$ cat src/rtl/fetch_queue_pkg.sv
// Shared pipeline constants and the fetch-queue entry type.
package fetch_queue_pkg;

  localparam int unsigned XLEN = 64;
  localparam int unsigned ILEN = 32;
  localparam logic [ILEN-1:0] NOP_INSTR = 32'h0000_0013;

  typedef struct packed {
    logic [XLEN-1:0] pc;
    logic [ILEN-1:0] instr;
  } fetch_entry_t;

endpackage

$ cat src/rtl/fetch_queue_if.sv
// Fetch-to-decode handshake bundle: producer side, consumer side, flush and occupancy.
interface fetch_queue_if #(
  parameter int unsigned DEPTH = 4
);
  import fetch_queue_pkg::*;

  localparam int unsigned CountW = $clog2(DEPTH) + 1;

  logic              flush;
  logic              in_valid;
  logic              in_ready;
  logic [XLEN-1:0]   in_pc;
  logic [ILEN-1:0]   in_instr;
  logic              out_valid;
  logic              out_ready;
  logic [XLEN-1:0]   out_pc;
  logic [ILEN-1:0]   out_instr;
  logic [CountW-1:0] count;

  modport master (
    output flush, in_valid, in_pc, in_instr, out_ready,
    input  in_ready, out_valid, out_pc, out_instr, count
  );

  modport slave (
    input  flush, in_valid, in_pc, in_instr, out_ready,
    output in_ready, out_valid, out_pc, out_instr, count
  );

endinterface

$ cat src/rtl/fetch_queue.sv
// Circular first-word fall-through instruction queue between fetch and decode.
module fetch_queue #(
  parameter int unsigned DEPTH = 4
) (
  input logic         clk,
  input logic         reset,
  fetch_queue_if.slave q
);
  import fetch_queue_pkg::*;

  localparam int unsigned PtrW = $clog2(DEPTH);
  localparam int unsigned CntW = PtrW + 1;

  fetch_entry_t    mem_q [DEPTH];
  logic [PtrW-1:0] wr_ptr_q, wr_ptr_d;
  logic [PtrW-1:0] rd_ptr_q, rd_ptr_d;
  logic [CntW-1:0] count_q, count_d;
  logic            push, pop;
  logic            empty, full;
  fetch_entry_t    in_entry, head;

  assign empty = (count_q == '0);
  assign full  = (count_q == CntW'(DEPTH));

  assign q.in_ready  = !full;
  assign q.out_valid = !empty;
  assign q.count     = count_q;

  assign in_entry.pc    = q.in_pc;
  assign in_entry.instr = q.in_instr;

  // Empty queue presents a harmless NOP rather than stale storage.
  always_comb begin
    head = mem_q[rd_ptr_q];
    if (empty) begin
      head.pc    = '0;
      head.instr = NOP_INSTR;
    end
  end

  assign q.out_pc    = head.pc;
  assign q.out_instr = head.instr;

  always_comb begin
    push     = q.in_valid && !full && !q.flush;
    pop      = q.out_ready && !empty && !q.flush;
    wr_ptr_d = wr_ptr_q;
    rd_ptr_d = rd_ptr_q;
    count_d  = count_q;
    if (q.flush) begin
      wr_ptr_d = '0;
      rd_ptr_d = '0;
      count_d  = '0;
    end else begin
      // Power-of-two depth lets the pointers wrap by natural overflow.
      if (push) wr_ptr_d = wr_ptr_q + PtrW'(1);
      if (pop)  rd_ptr_d = rd_ptr_q + PtrW'(1);
      unique case ({push, pop})
        2'b10:   count_d = count_q + CntW'(1);
        2'b01:   count_d = count_q - CntW'(1);
        default: count_d = count_q;
      endcase
    end
  end

  always_ff @(posedge clk or posedge reset) begin
    if (reset) begin
      wr_ptr_q <= '0;
      rd_ptr_q <= '0;
      count_q  <= '0;
    end else begin
      wr_ptr_q <= wr_ptr_d;
      rd_ptr_q <= rd_ptr_d;
      count_q  <= count_d;
    end
  end

  // Storage is deliberately unreset; it is unobservable while empty.
  always_ff @(posedge clk) begin
    if (push) mem_q[wr_ptr_q] <= in_entry;
  end

endmodule

$ cat src/flat_wrapper.sv
// flat-port wrapper written by rule: the top's interface ports become plain ports
module fetch_queue_flat import fetch_queue_pkg::*;
#(
  parameter int unsigned DEPTH = 4
)
  (clk, reset, q_flush, q_in_valid, q_in_pc, q_in_instr, q_out_ready, q_in_ready, q_out_valid, q_out_pc, q_out_instr, q_count);
  fetch_queue_if #(.DEPTH(DEPTH)) q_i ();
  input logic clk;
  input logic reset;
  input wire logic [$bits(q_i.flush)-1:0] q_flush;
  input wire logic [$bits(q_i.in_valid)-1:0] q_in_valid;
  input wire logic [$bits(q_i.in_pc)-1:0] q_in_pc;
  input wire logic [$bits(q_i.in_instr)-1:0] q_in_instr;
  input wire logic [$bits(q_i.out_ready)-1:0] q_out_ready;
  output wire logic [$bits(q_i.in_ready)-1:0] q_in_ready;
  output wire logic [$bits(q_i.out_valid)-1:0] q_out_valid;
  output wire logic [$bits(q_i.out_pc)-1:0] q_out_pc;
  output wire logic [$bits(q_i.out_instr)-1:0] q_out_instr;
  output wire logic [$bits(q_i.count)-1:0] q_count;
  assign q_i.flush = q_flush;
  assign q_i.in_valid = q_in_valid;
  assign q_i.in_pc = q_in_pc;
  assign q_i.in_instr = q_in_instr;
  assign q_i.out_ready = q_out_ready;
  assign q_in_ready = q_i.in_ready;
  assign q_out_valid = q_i.out_valid;
  assign q_out_pc = q_i.out_pc;
  assign q_out_instr = q_i.out_instr;
  assign q_count = q_i.count;
  fetch_queue #(.DEPTH(DEPTH)) u_core (.clk(clk), .reset(reset), .q(q_i));
endmodule
$ cat config.mk
export PLATFORM = sky130hd
export DESIGN_NAME = fetch_queue_flat
export DESIGN_NICKNAME = d
export VERILOG_FILES = /design/src/rtl/fetch_queue_pkg.sv /design/src/rtl/fetch_queue_if.sv /design/src/rtl/fetch_queue.sv /design/src/flat_wrapper.sv
export SDC_FILE = /design/constraint.sdc
export NUM_CORES = 1
export LEC_CHECK = 0
export ABC_CLOCK_PERIOD_IN_PS = 5800
export BUFFER_PORTS_ARGS = -buffer_cell sky130_fd_sc_hd__buf_4
export CORE_UTILIZATION = 50
export CTS_CLUSTER_DIAMETER = 100
export DETAILED_ROUTE_END_ITERATION = 8
export PLACE_DENSITY = 0.73
export SYNTH_ARGS = -nofsm -noshare
export SYNTH_HDL_FRONTEND = slang
export SYNTH_SLANG_ARGS = --single-unit
$ cat constraint.sdc
create_clock -name clk -period 5.8 [get_ports clk]
set_input_delay 0.29 -clock clk [delete_from_list [all_inputs] [get_ports clk]]
set_output_delay 0.29 -clock clk [all_outputs]
set_load 0.02 [all_outputs]
==> After elaboration in Yosys (flattened, before gate mapping) <==
Memory sizes are Yosys's and may differ from the RTL's.
Index checks and enable logic that the tools add are counted.
{ "op_classes": {"n_eq_ne": 3, "n_bitwise": 0, "mul": 0, "addsub": 4, "div": 0, "shifts": 0, "n_reduce_logical": 11, "mux": 9, "n_lt_le_gt_ge": 0} }
{ "op_table": {"columns": ["op", "n"], "rows": [
  ["$mux 96", 1],
  ["$mux 2", 4],
  ["$pmux 3 s2", 1],
  ["$add 2x1->2 const B", 2],
  ["$logic_and 1x1->1", 4],
  ["$reduce_bool 2->1", 2],
  ["$add 3x1->3 const B", 1],
  ["$eq 3x3->1 const B", 1],
  ["$logic_not 1->1", 3],
  ["$logic_not 3->1", 1],
  ["$mux 3", 1],
  ["$reduce_bool 3->1", 1],
  ["$sub 3x1->3 const B", 1],
  ["$eq 2x1->1 const B", 1],
  ["$eq 2x2->1 const B", 1],
  ["$mux 1", 2]
]} }
{ "word_totals": {"ff_bits": 7, "latch_bits": 0, "mem_bits_ro": 0, "mem_count": 1, "mem_bits_rw": 384, "output_inout_bits": 101, "in_bits": 101} }
{ "memory_table": {"columns": ["name", "depth", "width", "rd", "rd_ports_with_merged_regs", "wr", "line_no", "rtl"], "rows": [
  ["u_core.mem_q", 4, 96, 1, 0, 1, "fetch_queue.sv:14", "fetch_entry_t mem_q [DEPTH];"]
]} }

==> Logic depth before layout (Yosys ltp) <==
Gate-level depths: netlist of run 1.
{ "depth": {"ltp_word": 7, "ltp_mapped": 7, "ltp_nobuf": 6} }

==> Worst setup path after synthesis of run 1 <==
OpenSTA, ideal clock, no wires.
{ "synth_timing": {"path_type": "flip-flop to flip-flop", "from": "register u_core.count_q[2] (netlist: u_core.q.count[2])", "to": "memory u_core.mem_q[0][0] (netlist name) (enable)", "required_time_ns": 5.334, "setup_ns": 0.466, "slack_ns": 2.039, "path_stages_with_launch": 5, "arrival_time_ns": 3.296, "period_less_slack_ns": 3.761, "cell_sequence": "dfrtp_1 clkbuf_1 nor3b_1 nor3_1 and2_1"} }
{ "synth_via": {"elab_chain_cells": 6} }
{ "synth_rtl": {"columns": ["element", "line_no", "rtl"], "rows": [
  ["from (decl)", "fetch_queue.sv:17", "logic [CntW-1:0] count_q, count_d;"],
  ["from (signal assigned)", "fetch_queue.sv:74", "count_q <= count_d;"],
  ["$eq 3x3->1", "fetch_queue.sv:23", "assign full = (count_q == CntW'(DEPTH));"],
  ["$logic_not 1->1", "fetch_queue.sv:45", "push = q.in_valid && !full && !q.flush;"],
  ["$logic_and 1x1->1 (2 in a row)", "fetch_queue.sv:45", null],
  ["$mux 1", "fetch_queue.sv:80", "if (push) mem_q[wr_ptr_q] <= in_entry;"],
  ["$mux 1 (not written as such)", "fetch_queue.sv:80", null],
  ["to (decl)", "fetch_queue.sv:14", null]
]} }
No other way between the ends.

==> Worst setup path after layout of run 1 <==
{ "layout_timing": {"from": "register u_core.rd_ptr_q[0]", "to": "output q_out_instr[4]"} }
{ "layout_via": {"elab_chain_cells": 2} }
{ "layout_rtl": {"columns": ["element", "line_no", "rtl"], "rows": [
  ["from (decl)", "fetch_queue.sv:16", "logic [PtrW-1:0] rd_ptr_q, rd_ptr_d;"],
  ["from (signal assigned)", "fetch_queue.sv:73", "rd_ptr_q <= rd_ptr_d;"],
  ["$mem_v2 4x96", null, null],
  ["$mux 96", "fetch_queue.sv:35", "if (empty) begin"],
  ["to (decl)", "flat_wrapper.sv:18", "output wire logic [$bits(q_i.out_instr)-1:0] q_out_instr;"]
]} }
No other way between the ends.

==> results_dict.tcl, run 1 <==
set metrics [dict create \
    cts_num_sinks 391 \
    grt_pass1_vias 7946 \
    rsz0062_at_grt "no" \
    antenna_found_initial 5 \
    leakage_nw 6.53 \
    clk_pin_slew_ns 0.06 \
    synth_area_sq_um 15000 \
    overflow 0 \
    seq_area_sq_um 11700 \
    critPathRequiredTime_ns 5.51 \
    drive_above_1_share_pct 36.3 \
    period_share_pct 55.8 \
    fmax_mhz 309 \
    drc 0 \
    maxSlewHeadroom_pct 39.9 \
    pwr_density_cell_nw_per_um2 336 \
    peakVddDrop_uv 265 \
    die_width_microns 175 \
    area_growth_pct 27.1 \
    setup-tns-final_ns 0 \
    crit_path_start_kind "flip-flop" \
    fillers 1975 \
    core_area_sq_um 29600 \
    worstMarginPinSlew_ns 0.902 \
    dr.first_iter.drc_count 581 \
    finalSetupViolations 0 \
    cts_tree "done" \
    ant_nets 0 \
    viasPerCell 5.37 \
    ys_seq_area_share_pct 77.9 \
    clk_latency_ns 0.53 \
    postLayoutCoreUtil_pct 64.4 \
    vias 7562 \
    clockBufferDepth 3 \
    htree_levels 2 \
    die_y_microns 175 \
    synthDistinctLibCells 35 \
    wire_per_inst_microns 20.6 \
    multi_input_area_sq_um 3100 \
    path_max_fanout 35 \
    wirelength_microns 29000 \
    cp-end-kind "output pin" \
    maxCapViolCount 0 \
    root_buffer "clkbuf_16" \
    grt_max_degree 58 \
    die_area_sq_um 30800 \
    top_level_ports 202 \
    skew_ns 0.0123 \
    std_cell_rows 63 \
    nets 1092 \
    cts_buffers 39 \
    yosys_warnings 0 \
    initial_core_util_pct 50.7 \
    synth-seq-cells 391 \
    hp-class "in2reg" \
    gp_congestion 0.727 \
    min_period_ns 3.24 \
    syn_inst 675 \
    grt_pass1_wl_microns 44900 \
    drv_slew 0 \
    critical_path_class "reg2out" \
    track_usage_pct 19.5 \
    syn-num-nets 781 \
    syn_avg_cell_area_sq_um 22.3 \
    dr.pass1.iters 4 \
    status "complete, no violations" \
    hold_violations 0 \
    io_buffers 201 \
    hpwl_microns 16500 \
    arrival_ns 2.95 \
]
==> layout make-up <==
class                           instances  share of cell area (%)
Multi-Input combinational cell        238                    16.2
Antenna cell                            5                  0.0655
Timing Repair Buffer                  308                    13.4
Sequential cell                       391                    61.3
Inverter                                8                   0.157
Clock inverter                         19                   0.826
Tap cell                              390                    2.56
Clock buffer                           49                    5.42
==> Yosys cell counts, drive strengths merged <==
cell type | number | area share (%)
o221ai | 1 | 0.058
o21a | 1 | 0.050
or4 | 1 | 0.050
mux2 | 1 | 0.075
a211oi | 1 | 0.050
edfxtp | 384 | 77
and2 | 97 | 4.0
o2111ai | 2 | 0.12
xnor2 | 1 | 0.058
nand3 | 4 | 0.13
xor2 | 2 | 0.12
a21oi | 3 | 0.10
nor2 | 5 | 0.12
a31oi | 1 | 0.042
nand2 | 2 | 0.050
inv | 8 | 0.20
clkbuf | 18 | 0.45
buf | 20 | 0.87
nor3 | 3 | 0.13
o21bai | 1 | 0.050
fa | 1 | 0.13
o31ai | 1 | 0.050
dfrtp | 7 | 1.2
ha | 4 | 0.33
o311ai | 1 | 0.058
o21ai | 2 | 0.067
mux4 | 96 | 14
nand2b | 2 | 0.083
or2 | 4 | 0.17
nor3b | 1 | 0.050
==> final timing paths <==
kind                                                  end  slack [ns]                           start  depth (start not counted)
max                                        q_out_instr[4]        2.56  u_core.rd_ptr_q[0]$_DFFE_PP0P_                          4
min                        u_core.wr_ptr_q[1]$_DFFE_PP0P_        0.10                      q_in_valid                          3
max reg2reg                 u_core.mem_q[1][88]$_DFFE_PP_        2.85   u_core.q.count[0]$_DFFE_PP0P_                          4
min reg2reg                u_core.wr_ptr_q[1]$_DFFE_PP0P_        0.62  u_core.wr_ptr_q[1]$_DFFE_PP0P_                          2
max in group asynchronous  u_core.rd_ptr_q[0]$_DFFE_PP0P_        5.27                           reset                          3
min in group asynchronous   u_core.q.count[2]$_DFFE_PP0P_        0.27                           reset                          3
==> flip-flops by register name (all words and copies together), names as in the netlist <==
name             count
u_core.q.count       3
u_core.mem_q       384
u_core.wr_ptr_q      2
u_core.rd_ptr_q      2
==> timing repair <==
| item | CTS | global route |
|---|---|---|
| gates resized for setup | 0 | 0 |
| setup buffers | 0 | 0 |
| hold buffers | 98 | 0 |
| hold endpoints to repair | 398 | 0 |
==> per-layer routing <==
metal	global-route usage, %	up-vias	share of wire, %
li1	-	3371	-
met1	26.1	3876	42
met2	32.3	259	49
met3	3.96	56	6.2
met4	6.56	0	2.3
met5	0	-	0
==> worst max-delay path: stages (launching register included) <==
cell and delay, ns:
dfrtp_4 0.88, buf_4 0.53, mux4_2 0.56, or2_1 0.26, buf_4 0.17
==> logic make-up after synthesis <==
| kind of cell | after synthesis | share of synthesized area [%] |
|---|---|---|
| buf+inv | 46 | 1.52 |
| mux | 97 | 14.5 |
| xor+xnor | 3 | 0.175 |
| flops | 391 | 77.9 |
| compound gates | 14 | 0.641 |
| simple gates | 119 | 4.83 |
| fa+ha+maj | 5 | 0.466 |
==> per-stage QoR <==
| stage | instance area, sq um | instances | hold WS, ns | worst slack [ns] | total power [mW] |
|---|---|---|---|---|---|
| final | 19100 | 1408 | 0.101 | 2.56 | 6.41 |
| after global placement | 16900 | 1237 | 0.257 | 2.89 | 4.07 |
| after detailed placement | 16900 | 1237 | 0.260 | 2.84 | 4.08 |
| after floorplan | 15000 | 675 | 0.0934 | 2.04 | 3.76 |
| after global routing | 19100 | 1408 | 0.100 | 2.35 | 6.64 |
| after CTS | 19100 | 1403 | 0.0794 | 2.45 | 6.48 |
==> where the power goes <==
part	internal (mW)	switching [mW]	leakage, nW
registers	3.19	0.0455	3.58
clock network	1.36	0.987	0.582
logic	0.411	0.422	2.37
==> layout by cell type, fill, tap and decap left out, types with 3 or more instances in the layout <==
master / count
mux4_2: 96
and2_4: 4
dlygate4sd3_1: 98
inv_1: 7
a21oi_1: 3
clkinv_2: 6
buf_4: 210
clkbuf_1: 9
edfxtp_1: 384
diode_2: 5
nor2_1: 5
ha_1: 4
clkinv_1: 7
dfrtp_1: 5
and2_1: 93
clkbuf_16: 40
nand3_1: 4
or2_1: 3
No activity file was read; power rests on OpenSTA's default activity.
==> inputs of run 2 (changes only) <==
--- a/config.mk
+++ b/config.mk
@@ -5,7 +5,7 @@
 export SDC_FILE = /design/constraint.sdc
 export NUM_CORES = 1
 export LEC_CHECK = 0
-export ABC_CLOCK_PERIOD_IN_PS = 5800
+export ABC_CLOCK_PERIOD_IN_PS = 3400
 export BUFFER_PORTS_ARGS = -buffer_cell sky130_fd_sc_hd__buf_4
 export CORE_UTILIZATION = 50
 export CTS_CLUSTER_DIAMETER = 100
==> constraint.sdc (replaced) <==
create_clock -name clk -period 3.4 [get_ports clk]
set_input_delay 0.17 -clock clk [delete_from_list [all_inputs] [get_ports clk]]
set_output_delay 0.17 -clock clk [all_outputs]
set_load 0.02 [all_outputs]
==> run 2 against run 1 <==
Against the previous run: cell count is 0.21% higher; flip-flop and latch count stayed put; first-iteration DRC count is 34% lower; combinational power is 73% higher; clock power is 71% higher; highest routed layer unchanged; count of clock-buffer cells in the layout stayed put; largest cell class unchanged; critical path type unchanged; wire length is 2.3% lower.
==> results_dict.tcl, run 2 (same netlist as run 1, synthesis figures left out) <==
set metrics [dict create \
    status "complete, no violations" \
    power.total_mw 10.9 \
    crit_path_start_kind "flip-flop" \
    layout_commonest_cell "edfxtp_1" \
    period_share_pct 82.5 \
    clk_pin_slew_ns 0.06 \
    power.share.clock_pct 36.5 \
    clk_latency_ns 0.51 \
    crit_path_frequent_cell "buf_4" \
    hold_violations 0 \
    drv_slew 0 \
    finalSetupViolations 0 \
    startpoint "u_core.q.count[0]$_DFFE_PP0P_" \
    setup_ws_ns 0.596 \
    p_sw_share_pct 22.2 \
    postCtsSetupBuffers 0 \
    rr_endpoint "u_core.mem_q[3][63]$_DFFE_PP_" \
    timing.rr.start "u_core.q.count[0]$_DFFE_PP0P_" \
    dpl-instance-area_sq_um 17100 \
    initial_core_util_pct 50.7 \
    htree_levels 2 \
    clockBufferDepth 3 \
    top_level_ports 202 \
    cp-endpoint "q_out_pc[37]" \
    critPathRequiredTime_ns 3.23 \
    die_width_microns 175 \
    worst-path-stages 5 \
    reg2reg_depth 4 \
    vias 7431 \
    antenna_found_initial 0 \
    hp-class "in2reg" \
    path_max_fanout 57 \
    postLayoutCoreUtil_pct 64.9 \
    multi_input_area_sq_um 3100 \
    cp-end-kind "output pin" \
    pwr-share-comb_pct 13.1 \
    viasPerCell 5.27 \
    rsz0062_at_grt "no" \
    area_growth_pct 28.1 \
    overflow 0 \
    critPathMaxStageDelay_ns 0.58 \
    fillers 2004 \
    skew_ns 0.0139 \
    setup-tns-final_ns 0 \
    crit_chain "nor3_2 > inv_2 > buf_4 > and2_1 > buf_4" \
    die_y_microns 175 \
    top_register "u_core.mem_q" \
    diodes 0 \
    dr.pass1.iters 4 \
    peakVddDrop_uv 504 \
    dp_slack_ns 1.07 \
    rrSetupSlack_ns 1.09 \
    slowest_stage "dfrtp_1" \
    p_seq_share_pct 50.4 \
    grt_max_degree 60 \
    maxCapViolCount 0 \
    io_buffers 201 \
    leakage_nw 6.60 \
    final_cell_mix "edfxtp_1 (384), buf_4 (213), dlygate4sd3_1 (99), mux4_2 (96), and2_1 (93)" \
    nets 1104 \
    grt_pass1_wl_microns 43300 \
    root_buffer "clkbuf_16" \
    wirelength_microns 28300 \
    cts_num_sinks 391 \
    p_sw_mw 2.43 \
    die_area_sq_um 30800 \
    hpwl_microns 16700 \
    std_cell_rows 63 \
    wire_per_inst_microns 20.1 \
    pwr_density_cell_nw_per_um2 568 \
    maxSlewHeadroom_pct 46.6 \
    cts_tree "done" \
    ant_nets 0 \
    drive_above_1_share_pct 36.8 \
    critPathBufInv 3 \
    cts_buffers 40 \
    core_area_sq_um 29600 \
    seq_area_sq_um 11700 \
    gp_congestion 0.705 \
    min_period_ns 2.80 \
    drc 0 \
    dr.first_iter.drc_count 386 \
    arrival_ns 2.63 \
    track_usage_pct 18.7 \
    critical_path_class "reg2out" \
    worstMarginPinSlew_ns 0.801 \
    postLayoutCellArea_sq_um 19200 \
    cp_top_family "buffers and inverters" \
    internal_power_mw 8.50 \
    fmax_mhz 357 \
    grt_pass1_vias 7966 \
    largest_reg_flops 384 \
]
run 2: power groups by stage:
stage	Sequential (mW)	Clock, mW	Combinational [mW]
2_1_floorplan	5.56	0	0.838
3_3_place_gp	5.60	0	1.34
3_5_place_dp	5.61	0	1.36
4_1_cts	5.51	4.06	1.46
5_1_grt	5.52	4.24	1.55
6_report	5.50	3.99	1.44
run 2: area by class of cell:
class | instances | share of cell area [%]
timing repair buffer | 319 | 14.2
multi-input combinational | 238 | 16.1
clock inverter | 16 | 0.657
sequential | 391 | 60.9
clock buffer | 49 | 5.49
inverter | 8 | 0.156
tap | 390 | 2.54
run 2: timing repair:
action	4_1_cts	5_1_grt
hold buffers	99	0
hold endpoints to repair	398	0
resized for setup	0	0
run 2: worst min path at each step:
stage	from	endpoint	slack, ns	depth (start not counted)
6_report	q_out_ready	u_core.q.count[0]$_DFFE_PP0P_	0.06	4
4_1_cts	q_out_ready	u_core.q.count[0]$_DFFE_PP0P_	0.04	4
3_5_place_dp	reset	u_core.rd_ptr_q[1]$_DFFE_PP0P_	0.13	2
2_1_floorplan	reset	u_core.q.count[0]$_DFFE_PP0P_	-0.03	1
5_1_grt	q_out_ready	u_core.q.count[1]$_DFFE_PP0P_	0.08	4
3_3_place_gp	reset	u_core.q.count[2]$_DFFE_PP0P_	0.12	2
run 2: worst reg2reg max path, stage by stage, from the launching register on:
cell	delay [ns]
dfrtp_1	0.58
nor3b_1	0.16
nor3_1	0.40
and2_4	0.45
buf_12	0.34
run 2: metrics by stage:
stage / instances / hold WS, ns
after floorplan: 675 / -0.0266
after global placement: 1247 / 0.124
after detailed placement: 1247 / 0.132
after CTS: 1411 / 0.0382
after global routing: 1411 / 0.0803
final: 1411 / 0.0577
run 2: routing by layer:
| layer | GRT usage, % | share of wire, % |
|---|---|---|
| met1 | 23.3 | 41 |
| met5 | 0 | 0 |
| met2 | 32.7 | 51 |
| met3 | 4.29 | 6.1 |
| met4 | 5.58 | 2.2 |
==> inputs of run 3 (changes only) <==
--- a/config.mk
+++ b/config.mk
@@ -5,7 +5,7 @@
 export SDC_FILE = /design/constraint.sdc
 export NUM_CORES = 1
 export LEC_CHECK = 0
-export ABC_CLOCK_PERIOD_IN_PS = 3400
+export ABC_CLOCK_PERIOD_IN_PS = 2700
 export BUFFER_PORTS_ARGS = -buffer_cell sky130_fd_sc_hd__buf_4
 export CORE_UTILIZATION = 50
 export CTS_CLUSTER_DIAMETER = 100
==> constraint.sdc (replaced) <==
create_clock -name clk -period 2.7 [get_ports clk]
set_input_delay 0.135 -clock clk [delete_from_list [all_inputs] [get_ports clk]]
set_output_delay 0.135 -clock clk [all_outputs]
set_load 0.02 [all_outputs]
==> run 3 against run 2 <==
Against the previous run: register-to-register slack worse by 0.61 ns; highest routed layer unchanged; via count rose by 1.5%; clock skew is 0.0012 ns higher; first-iteration DRC count is 60% higher; largest power group unchanged; flip-flop and latch count unchanged; worst setup slack worse by 0.39 ns; sequential share of layout area is 0.40 points lower.
==> results_dict.tcl, run 3 (same netlist as run 1, synthesis figures left out) <==
set metrics [dict create \
    top_register "u_core.mem_q" \
    drive_above_1_share_pct 37.1 \
    largest_reg_flops 384 \
    drc 0 \
    crit_path_frequent_cell "buf_4" \
    fillers 1964 \
    io_buffers 201 \
    maxSlewHeadroom_pct 51.7 \
    track_usage_pct 19.2 \
    critPathRequiredTime_ns 2.57 \
    gp_congestion 0.738 \
    area_growth_pct 28.9 \
    crit_chain "buf_4 > mux4_2 > and2_1 > buf_4" \
    path_max_fanout 26 \
    clk_pin_slew_ns 0.06 \
    power.total_mw 13.8 \
    timing.rr.start "u_core.q.count[0]$_DFFE_PP0P_" \
    hp-class "in2reg" \
    initial_core_util_pct 50.7 \
    status "complete, no violations" \
    cp_top_family "buffers and inverters" \
    critPathBufInv 2 \
    die_width_microns 175 \
    worstMarginPinSlew_ns 0.724 \
    dpl.cell_count 1249 \
    cp-end-kind "output pin" \
    period_share_pct 92.5 \
    dr.first_iter.drc_count 617 \
    dp_slack_ns 0.504 \
    grt_pass1_vias 7810 \
    fmax_mhz 400 \
    wire_per_inst_microns 20.3 \
    hp-start "q_out_ready" \
    grt_pass1_wl_microns 44600 \
    die_area_sq_um 30800 \
    overflow 0 \
    wirelength_microns 28800 \
    dpl-instance-area_sq_um 17200 \
    htree_levels 2 \
    vias 7539 \
    final_cell_mix "edfxtp_1 (384), buf_4 (206), dlygate4sd3_1 (99), mux4_2 (96), and2_1 (93)" \
    viasPerCell 5.32 \
    die_y_microns 175 \
    std_cell_rows 63 \
    finalSetupViolations 0 \
    top_level_ports 202 \
    pwr_density_cell_nw_per_um2 711 \
    layout_commonest_cell "edfxtp_1" \
    critPathMaxStageDelay_ns 0.58 \
    postCtsSetupBuffers 0 \
    setup_ws_ns 0.201 \
    leakage_nw 6.65 \
    peakVddDrop_uv 833 \
    rsz0062_at_grt "no" \
    ant_nets 0 \
    arrival_ns 2.36 \
    cts_tree "done" \
    core_area_sq_um 29600 \
    clk_latency_ns 0.53 \
    postLayoutCoreUtil_pct 65.4 \
    drv_slew 0 \
    nets 1104 \
    antenna_found_initial 0 \
    slowest_stage "mux4_2" \
    grt_max_degree 95 \
    hpwl_microns 17200 \
    critical_path_class "reg2out" \
    crit_path_start_kind "flip-flop" \
    clockBufferDepth 3 \
    dr.pass1.iters 5 \
    min_period_ns 2.50 \
    final_cells 1418 \
    maxCapViolCount 0 \
    cts_buffers 38 \
    diodes 0 \
    setup-tns-final_ns 0 \
    startpoint "u_core.rd_ptr_q[0]$_DFFE_PP0P_" \
    cts_num_sinks 391 \
    whs_ns 0.0346 \
    postLayoutCellArea_sq_um 19400 \
    hold_violations 0 \
    skew_ns 0.0151 \
    root_buffer "clkbuf_16" \
]
## run 3: changes by cell type in the layout (fill, tap and decap cells not counted), sizes merged
cell / change
bufinv: +1
inv: +2
clkinvlp: -2
buf: +2
clkinv: +4
## run 3: final timing paths
path                                                       end  slack [ns]  cells after the start
worst min-delay path             u_core.q.count[0]$_DFFE_PP0P_        0.03                      4
worst max register to register   u_core.q.count[2]$_DFFE_PP0P_        0.48                      5
min in group asynchronous        u_core.q.count[0]$_DFFE_PP0P_        0.12                      3
worst min register to register  u_core.wr_ptr_q[0]$_DFFE_PP0P_        0.61                      2
worst max-delay path                           q_out_instr[18]        0.20                      4
max in group asynchronous       u_core.rd_ptr_q[0]$_DFFE_PP0P_        2.33                      3
## run 3: where the power goes
group          total (mW)  internal (mW)  switching (mW)
Clock                5.02           2.90            2.12
Sequential           6.90           6.84          0.0556
Combinational        1.85          0.922           0.931
## run 3: tightest hold or removal path: stages
cell     delay (ns)
buf_4          0.15
xnor2_1        0.10
nand2_1        0.07
a21oi_1        0.06
## run 3: layout make-up
type / instances / area, sq um / share of cell area, %
clock inverters: 21 / 191 / 0.988
well taps: 390 / 488 / 2.52
clock buffers: 49 / 992 / 5.12
repair buffers: 321 / 2860 / 14.7
flip-flops and latches: 391 / 11700 / 60.5
inverters: 8 / 30.0 / 0.155
multi-input cells: 238 / 3100 / 16.0
## run 3: per-layer routing
metal / up-vias / wire (microns) / share of wire [%] / GRT usage, %
met5: - / 0 / 0 / 0
met4: 0 / 636 / 2.2 / 5.58
met3: 42 / 1640 / 5.7 / 3.14
met2: 257 / 14900 / 52 / 32.7
met1: 3848 / 11700 / 40 / 25.8
li1: 3392 / - / - / -
## run 3: what timing repair did
item                                   in CTS  in global routing
hold buffers                               99                  0
resized for setup                           0                  0
endpoints found under the hold margin     398                  0
